--- config.mk ---
export PLATFORM = sky130hd
export DESIGN_NAME = uart_rx_demux4
export DESIGN_NICKNAME = d
export VERILOG_FILES = /design/src/rtl/uart_rx_demux4.sv
export SDC_FILE = /design/constraint.sdc
export NUM_CORES = 1
export LEC_CHECK = 0
export ABC_AREA = 1
export ABC_CLOCK_PERIOD_IN_PS = 3200
export CAP_MARGIN = 20
export CORE_UTILIZATION = 60
export CTS_BUF_LIST = sky130_fd_sc_hd__clkbuf_8
export DETAILED_ROUTE_END_ITERATION = 12
export PLACE_DENSITY = 0.86
export RECOVER_POWER = 100
export SLEW_MARGIN = 20
export SYNTH_ARGS = -nofsm -noshare
export SYNTH_HDL_FRONTEND = slang
export SYNTH_SLANG_ARGS = --single-unit
--- constraint.sdc ---
create_clock -name clk -period 3.2 [get_ports clk]
set_input_delay 0.32 -clock clk [delete_from_list [all_inputs] [get_ports clk]]
set_output_delay 0.32 -clock clk [all_outputs]
set_load 0.03 [all_outputs]
--- src/rtl/uart_rx_demux4.sv ---
// 8N1 UART receiver that writes each good byte into one of four output slots
// in rotation, with per-byte, per-frame and framing-error strobes.
module uart_rx_demux4 #(
  parameter int CLKS_PER_BIT = 868
) (
  input  logic       clk,
  input  logic       rst,
  input  logic       rxd,
  output logic [7:0] y0,
  output logic [7:0] y1,
  output logic [7:0] y2,
  output logic [7:0] y3,
  output logic [1:0] sel,
  output logic       byte_valid,
  output logic       frame_done,
  output logic       frame_err
);

  localparam int TW = (CLKS_PER_BIT > 1) ? $clog2(CLKS_PER_BIT) : 1;
  localparam logic [TW-1:0] BIT_LAST  = TW'(CLKS_PER_BIT - 1);
  localparam logic [TW-1:0] HALF_LAST = TW'(CLKS_PER_BIT / 2 - 1);

  typedef enum logic [2:0] {IDLE, START, DATA, STOP, BREAK} state_t;

  state_t        state_reg;
  logic [TW-1:0] timer_reg;
  logic [2:0]    bit_cnt_reg;
  logic [7:0]    shift_reg;
  logic          rx_meta_reg, rx_sync_reg, rx_prev_reg;
  logic [1:0]    sel_reg;
  logic          byte_valid_reg, frame_done_reg, frame_err_reg;
  logic          timer_done;
  logic          stop_ok;

  assign timer_done = (timer_reg == BIT_LAST);
  // A good stop bit commits the assembled byte into the slot addressed by sel.
  assign stop_ok    = (state_reg == STOP) && timer_done && rx_sync_reg;

  always_ff @(posedge clk or posedge rst) begin
    if (rst) begin
      rx_meta_reg <= 1'b1;
      rx_sync_reg <= 1'b1;
      rx_prev_reg <= 1'b1;
    end else begin
      rx_meta_reg <= rxd;
      rx_sync_reg <= rx_meta_reg;
      rx_prev_reg <= rx_sync_reg;
    end
  end

  always_ff @(posedge clk or posedge rst) begin
    if (rst) begin
      state_reg      <= IDLE;
      timer_reg      <= '0;
      bit_cnt_reg    <= 3'd0;
      shift_reg      <= 8'h00;
      sel_reg        <= 2'd0;
      byte_valid_reg <= 1'b0;
      frame_done_reg <= 1'b0;
      frame_err_reg  <= 1'b0;
    end else begin
      byte_valid_reg <= 1'b0;
      frame_done_reg <= 1'b0;
      frame_err_reg  <= 1'b0;
      case (state_reg)
        IDLE: begin
          if (rx_prev_reg && !rx_sync_reg) begin
            state_reg <= START;
            timer_reg <= '0;
          end
        end
        START: begin
          if (timer_reg == HALF_LAST) begin
            timer_reg   <= '0;
            bit_cnt_reg <= 3'd0;
            state_reg   <= rx_sync_reg ? IDLE : DATA;
          end else begin
            timer_reg <= timer_reg + TW'(1);
          end
        end
        DATA: begin
          if (timer_done) begin
            timer_reg   <= '0;
            shift_reg   <= {rx_sync_reg, shift_reg[7:1]};
            bit_cnt_reg <= bit_cnt_reg + 3'd1;
            if (bit_cnt_reg == 3'd7) state_reg <= STOP;
          end else begin
            timer_reg <= timer_reg + TW'(1);
          end
        end
        STOP: begin
          if (timer_done) begin
            timer_reg <= '0;
            if (rx_sync_reg) begin
              byte_valid_reg <= 1'b1;
              frame_done_reg <= (sel_reg == 2'd3);
              sel_reg        <= sel_reg + 2'd1;
              state_reg      <= IDLE;
            end else begin
              frame_err_reg <= 1'b1;
              state_reg     <= BREAK;
            end
          end else begin
            timer_reg <= timer_reg + TW'(1);
          end
        end
        BREAK: begin
          if (rx_sync_reg) state_reg <= IDLE;
        end
        default: state_reg <= IDLE;
      endcase
    end
  end

  for (genvar gi = 0; gi < 4; gi++) begin : g_slot
    logic [7:0] slot_reg;
    always_ff @(posedge clk or posedge rst) begin
      if (rst) begin
        slot_reg <= 8'h00;
      end else if (stop_ok && (sel_reg == 2'(gi))) begin
        slot_reg <= shift_reg;
      end
    end
  end

  assign y0         = g_slot[0].slot_reg;
  assign y1         = g_slot[1].slot_reg;
  assign y2         = g_slot[2].slot_reg;
  assign y3         = g_slot[3].slot_reg;
  assign sel        = sel_reg;
  assign byte_valid = byte_valid_reg;
  assign frame_done = frame_done_reg;
  assign frame_err  = frame_err_reg;

endmodule

==> results.json <==
{
  "p_per_area_mw_per_mm2": 553,
  "largest_reg_flops": 10,
  "combinationalPowerShare_pct": 15.6,
  "gp_congestion": 0.998,
  "startpoint": "timer_reg[0]$_DFFE_PP0P_",
  "relSlewSlack_pct": 29.7,
  "grt_overflow": 0,
  "status": "completed",
  "worstPathMaxFanout": 18,
  "max_freq_mhz": 449,
  "pin_count": 40,
  "post-route-drc-count": 0,
  "ctsHoldBuffers": 0,
  "setup_violations": 0,
  "ys_types": 29,
  "h-tree-depth": 3,
  "postRouteWirelength_um": 6010,
  "p_clk_share_pct": 38.5,
  "internal_power_mw": 1.36,
  "drt-initial-drc-count": 168,
  "period_needed_ns": 2.23,
  "viasPerCell": 5.30,
  "min_path_type": "reg2reg",
  "yosysWarnings": 0,
  "grt_pass1_wl_um": 9720,
  "drv_slew": 0,
  "worst_pin_slew_ns": 1.05,
  "place_inst": 411,
  "min_from": "rx_meta_reg$_DFF_PP1_",
  "dpl.hpwl_um": 4150,
  "track_usage_pct": 25.3,
  "ys_ff_latch": 64,
  "reg2reg_from": "timer_reg[0]$_DFFE_PP0P_",
  "wire_per_inst_um": 14.1,
  "nets": 366,
  "start_util_pct": 62.8,
  "finalInstanceArea_mm2": 0.00346,
  "fin_cells": 427,
  "worst_ep_arrival_time_ns": 2.50,
  "cts_tree": "built",
  "start_kind": "register",
  "insertion_delay_ns": 0.35,
  "fin_tns_setup_ns": 0,
  "cts_setup_buffers": 0,
  "ant_nets": 0,
  "clock-sinks": 64,
  "placed_area_mm2": 0.00343,
  "finalClockSkew_ns": 0.00812,
  "core_area_mm2": 0.00475,
  "die_h_um": 72.6,
  "crit_type": "reg2reg",
  "power_mw": 1.91,
  "synth-edff-count": 0,
  "synth-main-ff-cell": "dfrtp_1",
  "synthToLayoutAreaGrowth_pct": 15.8,
  "async_flop_share_pct": 100,
  "synth_nets": 320,
  "switching_share_pct": 28.9,
  "ir_drop_v": 0.000450,
  "ctsResizeCount": 0,
  "layout-drive-gt1-share_pct": 9.44,
  "syn_area_mm2": 0.00299,
  "antenna_found_initial": 0,
  "required_ns": 3.47,
  "clockBufferDepth": 2,
  "maxCapViolations": 0,
  "die-area_mm2": 0.00527,
  "die_x_um": 72.6,
  "rows": 25,
  "grt_start_max_net_pins": 42,
  "rsz0062_at_grt": "false",
  "avgSynthCellArea_um2": 9.67,
  "final_util_pct": 72.8,
  "grt_pass1_vias": 2106,
  "period_share_pct": 69.7,
  "path_clk_slew_ns": 0.07,
  "hold_viol": 0,
  "cts_root_buf": "clkbuf_8",
  "synthCells": 309,
  "num_vias": 2261,
  "yosysSeqAreaShare_pct": 53.7,
  "port_buffers": 39,
  "cts_buffers": 9,
  "pwr-share-seq_pct": 45.9,
  "switchingPower_mw": 0.554,
  "drt_first_pass_iters": 4,
  "endpoint_kind": "register",
  "antenna-diode-count": 0,
  "leakagePower_nw": 1.74
}
-- layout by cell type (no fill, tap or decap), types with 2 or more instances in the layout --
cell           synthesis  layout
clkbuf_8               0       9
dlygate4sd3_1          0      39
xor2_1                 2       2
dfrtp_1               61      61
nand4_1                3       4
nand2_1               73      73
clkinv_2               0       3
nand3_1               10      14
o21bai_1               2       2
nand2_2                8       8
nor2_1                28      29
dfstp_2                3       2
o21ai_0               11      40
o31ai_1                2       2
a21oi_1                9       9
inv_1                 35      36
nor3_1                 2       2
bufinv_16              0       2
ha_1                   8       8
o21ai_2               32       3
-- routing by layer --
metal	part of all wire [%]	vias up	GRT usage, %
met5	0	-	0
met4	2.2	0	10.5
met3	5.3	16	7.22
met2	47	74	38.9
met1	45	1079	33.8
li1	-	1092	-
-- critical path: stages, from the launching register on --
cell and delay [ns]:
dfrtp_1 0.43, ha_1 0.27, nand2_1 0.09, nor2_1 0.08, nand3_1 0.14, nor2_1 0.83, nor2_1 0.13, a21oi_1 0.18
-- logic make-up after synthesis --
family                     count (synthesis)  synth area share (%)
xor gates and xnor gates                   2                 0.586
adders and majority gates                  8                  3.35
and+or+nand+nor                          136                  21.9
buffers and inverters                     41                  6.20
DFF                                       64                  53.7
AOI/OAI and AO/OA                         58                  14.2
-- synth_stat cells, types with 2 or more instances --
| master | instances | area share, % |
|---|---|---|
| nor2_2 | 2 | 0.42 |
| nand3_4 | 4 | 2.3 |
| nand4_1 | 3 | 0.63 |
| o21bai_1 | 2 | 0.50 |
| buf_6 | 4 | 1.5 |
| o31ai_1 | 2 | 0.50 |
| nand2_2 | 8 | 1.7 |
| a21oi_1 | 9 | 1.5 |
| ha_1 | 8 | 3.4 |
| o21ai_0 | 11 | 1.8 |
| o21ai_2 | 32 | 9.4 |
| nand2_1 | 73 | 9.2 |
| dfstp_2 | 3 | 2.6 |
| inv_1 | 35 | 4.4 |
| nand3_1 | 10 | 1.7 |
| dfrtp_1 | 61 | 51 |
| nor3_1 | 2 | 0.34 |
| nor2_1 | 28 | 3.5 |
| xor2_1 | 2 | 0.59 |
-- power groups by stage --
stage          combinational [mW]  clock, mW  sequential [mW]
2_1_floorplan               0.232          0            0.884
3_3_place_gp                0.287          0            0.890
3_5_place_dp                0.299          0            0.893
4_1_cts                     0.304      0.745            0.878
5_1_grt                     0.343      0.777            0.883
6_report                    0.298      0.738            0.878
-- through the flow --
step	setup slack [ns]	hold WS [ns]
floorplan	1.29	0.324
global placement	1.33	0.347
detailed placement	1.17	0.349
CTS	1.16	0.359
global route	0.699	0.365
finish	0.971	0.362
-- cell type report --
class                   instances  area, um2
multi-input cells             204       1030
well taps                      67       83.8
clock buffers                   9        124
inverters                      36        135
flip-flops and latches         64       1610
repair buffers                 40        395
fillers                       388       1290
clock inverters                 7       87.6
-- final timing paths --
kind / endpoint / slack [ns] / cells past startpoint
max: shift_reg[3]$_DFFE_PP0P_ / 0.97 / 7
min: rx_sync_reg$_DFF_PP1_ / 0.36 / 0
max reg2reg: shift_reg[3]$_DFFE_PP0P_ / 0.97 / 7
min reg2reg: rx_sync_reg$_DFF_PP1_ / 0.36 / 0
max in group asynchronous: y2[6]$_DFFE_PP0P_ / 1.11 / 3
min in group asynchronous: timer_reg[6]$_DFFE_PP0P_ / 0.62 / 2
(Power assumes the default switching activity.)
